--- src/rtl/pito_pkg.sv ---
// Shared types and default sizes for the pito next-PC interrupt scheduler.
package pito_pkg;

    localparam int IRQ_Q_DEPTH    = 4;   // pending-event FIFO entries per hart
    localparam int IRQ_NEST_DEPTH = 2;   // return-PC stack entries per hart
    localparam int PITO_XLEN      = 32;

    // Per-hart handler state: IDLE while nest count is 0, ISR otherwise.
    typedef enum logic {
        IRQ_IDLE = 1'b0,
        IRQ_ISR  = 1'b1
    } irq_sched_state_t;

    // Handler-address event as produced by the CSR unit.
    typedef struct packed {
        logic                 valid;
        logic [PITO_XLEN-1:0] data;
    } irq_evt_t;

endpackage

--- src/rtl/rv32_irq_sched_if.sv ---
// CSR-side event bus of the interrupt scheduler: one strobe/address/ready per hart.
interface rv32_irq_sched_if #(
    parameter int NUM_HARTS = 8,
    parameter int PC_W      = 32
);
    logic [NUM_HARTS-1:0]           irq_valid_i;
    logic [NUM_HARTS-1:0][PC_W-1:0] irq_data_i;
    logic [NUM_HARTS-1:0]           irq_ready_o;

    // CSR unit drives events
    modport master (output irq_valid_i, output irq_data_i, input irq_ready_o);
    // scheduler consumes them
    modport slave  (input irq_valid_i, input irq_data_i, output irq_ready_o);
endinterface

--- src/rtl/rv32_irq_fifo.sv ---
// Single-hart pending-event FIFO. Push while full and pop while empty are ignored.
// Entry storage is not reset; only pointers and count are.
module rv32_irq_fifo #(
    parameter int DEPTH = 4,
    parameter int W     = 32
) (
    input  logic         clk,
    input  logic         rst_n,
    input  logic         push,
    input  logic [W-1:0] push_data,
    input  logic         pop,
    output logic         full,
    output logic         empty,
    output logic [W-1:0] head
);
    localparam int PW = $clog2(DEPTH);
    localparam int CW = PW + 1;

    logic [W-1:0]  mem [DEPTH];
    logic [PW-1:0] rd_ptr, wr_ptr;
    logic [CW-1:0] count;
    logic          push_ok, pop_ok;

    assign full    = (count == CW'(DEPTH));
    assign empty   = (count == '0);
    assign head    = mem[rd_ptr];
    assign push_ok = push && !full;
    assign pop_ok  = pop && !empty;

    // Pointer/count bookkeeping; pointers wrap naturally since DEPTH is a power of two.
    always_ff @(posedge clk) begin
        if (!rst_n) begin
            rd_ptr <= '0;
            wr_ptr <= '0;
            count  <= '0;
        end else begin
            if (push_ok) wr_ptr <= wr_ptr + PW'(1);
            if (pop_ok)  rd_ptr <= rd_ptr + PW'(1);
            case ({push_ok, pop_ok})
                2'b10:   count <= count + CW'(1);
                2'b01:   count <= count - CW'(1);
                default: count <= count;
            endcase
        end
    end

    // Entry write; contents survive reset on purpose.
    always_ff @(posedge clk) begin
        if (push_ok) mem[wr_ptr] <= push_data;
    end

endmodule

--- src/rtl/rv32_irq_sched.sv ---
// Per-hart interrupt scheduler for the barrel next-PC stage.
// Buffers CSR handler events per hart, redirects the hart in the stage into a
// handler, saves its resume PC and restores it on MRET.
// Build option: PITO_IRQ_NEST_EN enables nested handlers up to NEST_DEPTH;
// without it each hart holds one return PC and handlers do not nest.
module rv32_irq_sched
    import pito_pkg::*;
#(
    parameter int NUM_HARTS   = 8,
    parameter int IRQ_Q_DEPTH = pito_pkg::IRQ_Q_DEPTH,
    parameter int NEST_DEPTH  = IRQ_NEST_DEPTH,
    parameter int PC_W        = 32
) (
    input  logic                         clk,
    input  logic                         rst_n,
    rv32_irq_sched_if.slave              csr,
    input  logic [$clog2(NUM_HARTS)-1:0] hart_id_i,
    input  logic                         slot_valid_i,
    input  logic                         is_mret_i,
    input  logic [PC_W-1:0]              ret_pc_i,
    output logic                         redirect_o,
    output logic [PC_W-1:0]              redirect_pc_o,
    output logic [NUM_HARTS-1:0]         pending_o,
    output logic [NUM_HARTS-1:0]         in_isr_o,
    output logic [NUM_HARTS-1:0]         overflow_o
);

`ifdef PITO_IRQ_NEST_EN
    localparam int NEST_LIM = NEST_DEPTH;
`else
    // Nesting disabled: NEST_DEPTH has no effect, one return PC per hart.
    localparam int NEST_LIM = 1 + 0 * NEST_DEPTH;
`endif
    localparam int NW = $clog2(NEST_LIM + 1);

    logic [NUM_HARTS-1:0]           full, empty;
    logic [NUM_HARTS-1:0]           take, mret_pop, can_nest;
    logic [NUM_HARTS-1:0][PC_W-1:0] head, ret_top;

    assign csr.irq_ready_o = ~full;
    assign pending_o       = ~empty;

    // Redirect decision for the hart in the stage: MRET first, then take.
    always_comb begin
        redirect_o    = 1'b0;
        redirect_pc_o = '0;
        take          = '0;
        mret_pop      = '0;
        if (slot_valid_i) begin
            if (is_mret_i) begin
                // MRET on an idle hart falls through to normal next-PC.
                if (in_isr_o[hart_id_i]) begin
                    redirect_o          = 1'b1;
                    redirect_pc_o       = ret_top[hart_id_i];
                    mret_pop[hart_id_i] = 1'b1;
                end
            end else if (pending_o[hart_id_i] && can_nest[hart_id_i]) begin
                redirect_o      = 1'b1;
                redirect_pc_o   = head[hart_id_i];
                take[hart_id_i] = 1'b1;
            end
        end
    end

    for (genvar h = 0; h < NUM_HARTS; h++) begin : g_hart
        irq_sched_state_t state_q, state_d;
        logic [NW-1:0]    nest_q, nest_d;
        logic [PC_W-1:0]  ret_stk [NEST_LIM];
        logic [PC_W-1:0]  ret_top_h;

        rv32_irq_fifo #(
            .DEPTH (IRQ_Q_DEPTH),
            .W     (PC_W)
        ) u_fifo (
            .clk       (clk),
            .rst_n     (rst_n),
            .push      (csr.irq_valid_i[h]),
            .push_data (csr.irq_data_i[h]),
            .pop       (take[h]),
            .full      (full[h]),
            .empty     (empty[h]),
            .head      (head[h])
        );

        assign in_isr_o[h] = (state_q == IRQ_ISR);
        assign can_nest[h] = (nest_q < NW'(NEST_LIM));
        assign ret_top[h]  = ret_top_h;

        // Sticky drop flag: an event arrived while this hart's FIFO was full.
        always_ff @(posedge clk) begin
            if (!rst_n)                             overflow_o[h] <= 1'b0;
            else if (csr.irq_valid_i[h] && full[h]) overflow_o[h] <= 1'b1;
        end

        // Handler state and nest count register.
        always_ff @(posedge clk) begin
            if (!rst_n) begin
                state_q <= IRQ_IDLE;
                nest_q  <= '0;
            end else begin
                state_q <= state_d;
                nest_q  <= nest_d;
            end
        end

        // Next handler state: enter on take, leave on the last MRET.
        always_comb begin
            state_d = state_q;
            nest_d  = nest_q;
            case (state_q)
                IRQ_IDLE: begin
                    if (take[h]) begin
                        state_d = IRQ_ISR;
                        nest_d  = nest_q + NW'(1);
                    end
                end
                IRQ_ISR: begin
                    if (mret_pop[h]) begin
                        nest_d = nest_q - NW'(1);
                        if (nest_q == NW'(1)) state_d = IRQ_IDLE;
                    end else if (take[h]) begin
                        nest_d = nest_q + NW'(1);
                    end
                end
                default: begin
                    state_d = IRQ_IDLE;
                    nest_d  = '0;
                end
            endcase
        end

        // Return-PC stack write at the current depth; storage is not reset.
        always_ff @(posedge clk) begin
            for (int e = 0; e < NEST_LIM; e++) begin
                if (take[h] && nest_q == NW'(e)) ret_stk[e] <= ret_pc_i;
            end
        end

        // Top of the return stack (entry nest-1).
        always_comb begin
            ret_top_h = '0;
            for (int e = 0; e < NEST_LIM; e++) begin
                if (nest_q == NW'(e + 1)) ret_top_h = ret_stk[e];
            end
        end
    end

endmodule

--- src/flat_wrapper.sv ---
// flat-port wrapper written by rule: the top's interface ports become plain ports
module rv32_irq_sched_flat import pito_pkg::*;
#(
    parameter int NUM_HARTS   = 8,
    parameter int IRQ_Q_DEPTH = pito_pkg::IRQ_Q_DEPTH,
    parameter int NEST_DEPTH  = IRQ_NEST_DEPTH,
    parameter int PC_W        = 32
)
  (clk, rst_n, hart_id_i, slot_valid_i, is_mret_i, ret_pc_i, redirect_o, redirect_pc_o, pending_o, in_isr_o, overflow_o, csr_irq_valid_i, csr_irq_data_i, csr_irq_ready_o);
  rv32_irq_sched_if #(.NUM_HARTS(NUM_HARTS), .PC_W(PC_W)) csr_i ();
  input  logic clk;
  input  logic rst_n;
  input  logic [$clog2(NUM_HARTS)-1:0] hart_id_i;
  input  logic slot_valid_i;
  input  logic is_mret_i;
  input  logic [PC_W-1:0] ret_pc_i;
  output logic redirect_o;
  output logic [PC_W-1:0] redirect_pc_o;
  output logic [NUM_HARTS-1:0] pending_o;
  output logic [NUM_HARTS-1:0] in_isr_o;
  output logic [NUM_HARTS-1:0] overflow_o;
  input wire logic [$bits(csr_i.irq_valid_i)-1:0] csr_irq_valid_i;
  input wire logic [$bits(csr_i.irq_data_i)-1:0] csr_irq_data_i;
  output wire logic [$bits(csr_i.irq_ready_o)-1:0] csr_irq_ready_o;
  assign csr_i.irq_valid_i = csr_irq_valid_i;
  assign csr_i.irq_data_i = csr_irq_data_i;
  assign csr_irq_ready_o = csr_i.irq_ready_o;
  rv32_irq_sched #(.NUM_HARTS(NUM_HARTS), .IRQ_Q_DEPTH(IRQ_Q_DEPTH), .NEST_DEPTH(NEST_DEPTH), .PC_W(PC_W)) u_core (.clk(clk), .rst_n(rst_n), .csr(csr_i), .hart_id_i(hart_id_i), .slot_valid_i(slot_valid_i), .is_mret_i(is_mret_i), .ret_pc_i(ret_pc_i), .redirect_o(redirect_o), .redirect_pc_o(redirect_pc_o), .pending_o(pending_o), .in_isr_o(in_isr_o), .overflow_o(overflow_o));
endmodule
--- config.mk ---
export PLATFORM = sky130hd
export DESIGN_NAME = rv32_irq_sched_flat
export DESIGN_NICKNAME = d
export VERILOG_FILES = /design/src/rtl/pito_pkg.sv /design/src/rtl/rv32_irq_sched_if.sv /design/src/rtl/rv32_irq_fifo.sv /design/src/rtl/rv32_irq_sched.sv /design/src/flat_wrapper.sv
export SDC_FILE = /design/constraint.sdc
export NUM_CORES = 1
export LEC_CHECK = 0
export CORE_MARGIN = 2
export CORE_UTILIZATION = 55
export DETAILED_ROUTE_END_ITERATION = 6
export GPL_TIMING_DRIVEN = 0
export PLACE_DENSITY = 0.82
export SKIP_LAST_GASP = 1
export SLEW_MARGIN = 0
export SYNTH_ARGS = -nofsm -noshare
export SYNTH_HDL_FRONTEND = slang
export SYNTH_SLANG_ARGS = --single-unit
--- constraint.sdc ---
create_clock -name clk -period 4.5 [get_ports clk]
set_input_delay 1.125 -clock clk [delete_from_list [all_inputs] [get_ports clk]]
set_output_delay 1.125 -clock clk [all_outputs]
set_load 0.02 [all_outputs]
## Word-level counts from Yosys, hierarchy flattened

Memory sizes are Yosys's and may differ from the RTL's. A register that Yosys moved wholly into a read port is not among the register bits.
Cells that the tools add are included.

| storage, ports and cells | value |
|---|---|
| memories kept | 16 |
| bits of input ports | 303 |
| bits in registers | 80 |
| bits in writable memories | 1280 |
| output and inout bits | 65 |

| operators by class | value |
|---|---|
| reduce and logical (&&, ||, !) cells | 66 |
| eq/ne operators | 24 |
| $lt $le $gt $ge | 10 |
| bitwise logic cells | 18 |
| multiplexer cells | 146 |
| $add $sub $neg | 48 |

Memories:

| memory | depth | width | rd ports | clocked after memory_dff | wr ports | line | text |
|---|---|---|---|---|---|---|---|
| u_core.g_hart[0].u_fifo.mem | 4 | 32 | 1 | 1 | 1 | rv32_irq_fifo.sv:19 | `logic [W-1:0] mem [DEPTH];` |
| u_core.g_hart[1].u_fifo.mem | 4 | 32 | 1 | 1 | 1 | rv32_irq_fifo.sv:19 |  |
| u_core.g_hart[2].u_fifo.mem | 4 | 32 | 1 | 1 | 1 | rv32_irq_fifo.sv:19 |  |
| u_core.g_hart[3].u_fifo.mem | 4 | 32 | 1 | 1 | 1 | rv32_irq_fifo.sv:19 |  |
| u_core.g_hart[4].u_fifo.mem | 4 | 32 | 1 | 1 | 1 | rv32_irq_fifo.sv:19 |  |
| u_core.g_hart[5].u_fifo.mem | 4 | 32 | 1 | 1 | 1 | rv32_irq_fifo.sv:19 |  |
| +10 memories | - | - | - | - | - | - |  |

Operators with widths:

| kind | count |
|---|---|
| 32-bit two-way mux | 14 |
| 32-bit binary-select mux with 3-bit select | 2 |
| 1-bit two-way mux | 80 |
| 8-bit two-way mux | 6 |
| 3-bit case mux with 2 select lines | 8 |
| 1-bit logical AND | 34 |
| 2-bit by 1-bit adder with 2-bit output (second input constant) | 16 |
| 2-bit two-way mux | 16 |
| 1-bit case mux with 2 select lines | 16 |
| 3-bit by 1-bit adder with 3-bit output (second input constant) | 8 |
| 3-bit equality test (second input constant) | 8 |
| 3-bit logical NOT | 8 |
| 3-bit by 1-bit subtractor with 3-bit output (second input constant) | 8 |
| 2-bit by 1-bit equality test with 1-bit output (second input constant) | 8 |
| 2-bit equality test (second input constant) | 8 |
| 1-bit logical NOT | 16 |
| 1-bit NOT | 16 |
| 8-bit NOT | 2 |
| 2-bit nonzero test | 8 |
| 1-bit binary-select mux with 3-bit select | 3 |
| 1-bit adder (second input constant) | 8 |
| 1-bit < comparator (second input constant) | 8 |
| 1-bit subtractor (second input constant) | 8 |
| 3-bit by 4-bit < comparator with 1-bit output (second input constant) | 1 |
| other kinds (2) | 2 |

## Longest topological paths before layout

| depth | value |
|---|---|
| word-level depth | 11 |
| gate-level depth with buffers | 13 |
| mapped depth without buffers | 10 |

## Modules after synthesis

Synthesis repeated with hierarchy kept, for this count alone.

| unflattened totals | value |
|---|---|
| cell total of the unflattened synthesis | 2713 |
| area, all modules | 54429.7 µm² |

By module, submodules not included:

| module | area an instance (µm²) | cells each | instances | seq. area each (µm²) |
|---|---|---|---|---|
| rv32_irq_fifo | 5144.9 | 221 | 8 | 4023.9 |
| rv32_irq_sched | 13270.2 | 945 | 1 | 8167.8 |

## Worst setup path before layout

OpenSTA, ideal clock, no wires.

| timing path | value |
|---|---|
| path type | input to output |
| start point | in hart_id_i[2] |
| end point | out redirect_pc_o[10] |
| buffers on the path | 4 |
| cell stages on the path | 9 |
| data arrival time | 2.916 ns |
| required time | 3.375 ns |
| path slack | 0.459 ns |
| cell sequence | buf_6 nand3_2 o21ai_0 or4_1 buf_4 or2_1 buf_6 buf_6 o22ai_2 |

| on the way | value |
|---|---|
| longest elaborated chain between the ends | 6 |
| elaborated cells between the ends (all ways) | 15 |
| classes of those cells | 14 x mux; 1 x reduce/logical |

RTL lines:

| item | line | text |
|---|---|---|
| start, declared | flat_wrapper.sv:13 | `input logic [$clog2(NUM_HARTS)-1:0] hart_id_i;` |
| 1-bit binary-select mux with 3-bit select | rv32_irq_sched.sv:57 | `end else if (pending_o[hart_id_i] && can_nest[hart_id_i]) begin` |
| 1-bit two-way mux (not written as such) | rv32_irq_sched.sv:57 |  |
| 1-bit logical AND | rv32_irq_sched.sv:57 |  |
| 32-bit two-way mux | rv32_irq_sched.sv:57 |  |
| 32-bit two-way mux * | rv32_irq_sched.sv:50 | `if (is_mret_i) begin` |
| 32-bit two-way mux * | rv32_irq_sched.sv:49 | `if (slot_valid_i) begin` |
| end, declared | flat_wrapper.sv:18 | `output logic [PC_W-1:0] redirect_pc_o;` |

Every way passes the cells marked *; elsewhere a longest branch is shown, timed or not. The select of a mux whose other input is x is not followed.

==> impl_results.md <==
- Status: finished with violations
- Failing checks: negative setup slack
- First-pass GRT wire length: 212000 µm
- Crit-path cells: clkbuf_1 > mux4_2 > o22ai_1 > or4_4 > o22ai_4 > buf_6
- Wirelength, routed: 152000 µm
- Yosys warns: 0
- Clock tree sinks: 1376
- Fill count: 5773
- Worst r2r path cells: 12
- Vias in the first global route: 29800
- Layout cell share with drive strength beyond 1: 0.256
- Cell Area, Placed: 0.0587 mm²
- Max Cap Viol: 0
- Initial antenna violation count: 52
- Sw frac: 0.231
- Critical path launch point type: flip-flop
- Number of cells on the critical path: 6
- Yosys top cell by area: edfxtp_1
- Part of the cycle the worst path needs: 1.00
- Die W: 315 µm
- Gate power share: 0.077
- WHS: 491 ps
- Clk_skew: 42.5 ps
- Largest cells by area after synthesis: edfxtp_1 (72%), mux4_2 (11%), dfxtp_1 (3.6%)
- Net Switching: 0.00654 W
- Design area: 0.0643 mm²
- Total negative slack: -35.5 ps
- Syn_area_per_cell: 20.3 µm²
- Dominant synthesized flop cell: edfxtp_1
- CP max stage cell: dfxtp_1
- Vias: 30300
- Hold_buf cts: 0
- Fmax: 222 MHz
- Clock buffer depth: 3
- I/O Buffers: 367
- Tot GR Track Use: 0.304
- TritonCTS Buffers: 138
- Final core occ: 0.674
- Antenna Nets Post-Route: 0
- Mapped Nets: 2977
- Setup violations, final: 4
- Final Power: 0.0283 W
- Initial Util: 0.557
- Relative slew margins: 0.348
- Xor-xnor portion of the synthesized cell area: 0.00396
- Core area: 0.0953 mm²
- Grt total ovfl: 0
- H-tree depth: 4
- WP data required: 3380 ps
- CP Capture Type: output port
- Most frequent cells after synthesis: edfxtp_1 (1280), mux4_2 (256), a221oi_1 (128)
- Internal: 0.0218 W
- Worst vdd ir: 0.401 mV
- Seq pwr share: 0.519
- CP Max Fanout: 10
- Fin crit period: 4510 ps
- Clock root cell: clkbuf_16
- CTS tree: built
- EDFF count, synth: 1280
- P per Cell Area: 441 mW/mm²
- Largest net degree at the start of global routing: 33
- Slew @ Worst Pin: 978 ps
- DR DRC count: 0
- Synthesized instance count: 2618
- Simple-gate share of the synthesized area: 0.0332
- Post-DP HPWL: 103000 µm
- Final setup margin: -12.0 ps
- Avg WL per Cell: 33.5 µm
- Final #Nets: 3501
- I/O Pins: 368
- CP Class: reg -> out
- DIE AREA: 0.0991 mm²
- Top-count cell post-synth: edfxtp_1
- Synth Cell Area: 0.0531 mm²
- Synth Area in Compound Gates: 0.0528
- Final hold vios: 0
- Flops & latches, synth: 1376
- Top cell type's share of synthesized area: 0.724
- Hold Path Cell Cnt: 2
- Post-synth ARST share: 0
- Clk_lat worst skew: 780 ps
- Synth Area in Adders: 0.0143
- Die height: 315 µm
- Site row count: 113
- Clk slew on worst S/H paths: 60 ps
- Crit path max-delay family: buffers and inverters
- Clock network fraction of design power: 0.404
- First-pass DRT Iterations: 5
- Gpl congestion: 0.913
- Hold Path Class: reg -> reg
- Largest family of logic cells by synthesized area: multiplexers
- RSZ-0062 raised after global routing: true
- Post-synthesis mux area share: 0.117
- Vias per cell: 6.67
- Final Slew Violations: 0
- Arr. time, crit path: 3390 ps
- Seq/Total Area, Yosys: 0.760
- CP Buf/Inv Count: 2
- Critical path's largest stage delay: 590 ps
- Lkg Pwr: 20.6 nW
- Distinct cell type count after synthesis: 56
- DRT iter0 DRCs: 5274
- Area growth, synth to finish: 21.0%
## power by group through the flow
stage | Clock (W) | Combinational, W | Sequential (W)
floorplan | 0 | 0.000938 | 0.0149
global placement | 0 | 0.00188 | 0.0149
detailed placement | 0 | 0.00197 | 0.0150
CTS | 0.0115 | 0.00211 | 0.0147
global route | 0.0119 | 0.00226 | 0.0147
finish | 0.0114 | 0.00218 | 0.0147
## timing repair
| item | 4_1_cts | 5_1_grt |
|---|---|---|
| endpoints found under the setup margin | 33 | 31 |
| pin swaps | 15 | 3 |
| hold endpoints to repair | 0 | 0 |
| buffers inserted | 7 | 1 |
| gates resized for setup | 410 | 38 |
| cloned | 1 | 2 |
## placed cells by master, fill, tap and decap left out, drive strengths merged, types with 9 or more instances in the layout
master and count:
buf 132, a221oi 128, clkinv 53, dfxtp 96
a21boi 12, inv 64, ha 48, o21ai 27
edfxtp 1280, diode 32, o22ai 154, or3 23
and3 32, clkbuf 266, nor4 10, nor2 14
nor2b 16, bufinv 9, or4 59, nand2 53
mux2 14, mux4 256, nand2b 11, and2 28
xnor2 16, mux2i 28, clkdlybuf4s50 329, nor3 17
## worst paths after layout
path	endpoint	slack, ps	from
setup reg to reg	u_core.g_hart[2].u_fifo.count[2]	720	u_core.g_hart[2].u_fifo.count[1]
setup / recovery	redirect_pc_o[29]	-10	flip-flop
hold / removal	flip-flop	490	u_core.g_hart[4].u_fifo.rd_ptr[1]
hold reg to reg	flip-flop	490	u_core.g_hart[4].u_fifo.rd_ptr[1]
## per-layer routing
layer  GRT usage  up-vias  share of wire
li1            -    12100              -
met4       0.144       54          0.055
met3       0.101      469           0.13
met5           0        -         0.0023
met2       0.475     2265           0.47
met1       0.387    15500           0.34
## flip-flops by register name (all words and copies together) (netlist names), named ones only
signal                       flops
u_core.g_hart.state_q            8
u_core.g_hart.nest_q             8
u_core.overflow_o                8
u_core.g_hart.u_fifo.mem      1024
u_core.g_hart.ret_stk          256
u_core.g_hart.u_fifo.wr_ptr     16
u_core.g_hart.u_fifo.rd_ptr     16
u_core.g_hart.u_fifo.count      24
## layout make-up
type	count	area [µm²]	area share
repair buffers	390	4040	0.0629
well taps	1265	1580	0.0246
clock buffers	177	3650	0.0568
multi-input cells	1018	12400	0.193
inverters	55	206	0.00321
diodes	32	80.1	0.00125
flip-flops and latches	1376	40400	0.628
clock inverters	75	856	0.0133
plain buffers	163	1100	0.0171
## metrics by stage
| stage | setup slack, ps | std cells |
|---|---|---|
| 3_5_place_dp | -1720 | 4262 |
| 5_1_grt | -47.8 | 4532 |
| 6_report | -12.0 | 4551 |
| 4_1_cts | 0.780 | 4517 |
| 3_3_place_gp | -1680 | 4250 |
| 2_1_floorplan | 459 | 2618 |
## worst min-delay path: cells and delay by family, from the launching register on
kind,cells,cell delay [ps]
flip-flops,1,310
multiplexers,1,70
AND/OR/NAND/NOR,1,50
## logic make-up (layout without fill, tap and decap cells)
| group | Yosys count | count (layout) |
|---|---|---|
| adders and majority gates | 56 | 56 |
| AOI/OAI and AO/OA | 356 | 356 |
| buffers and inverters | 224 | 860 |
| xor gates and xnor gates | 24 | 24 |
| DFF | 1376 | 1376 |
| other | 0 | 32 |
| muxes | 298 | 298 |
| and+or+nand+nor | 284 | 284 |
Power figures use the tool's default switching activity.
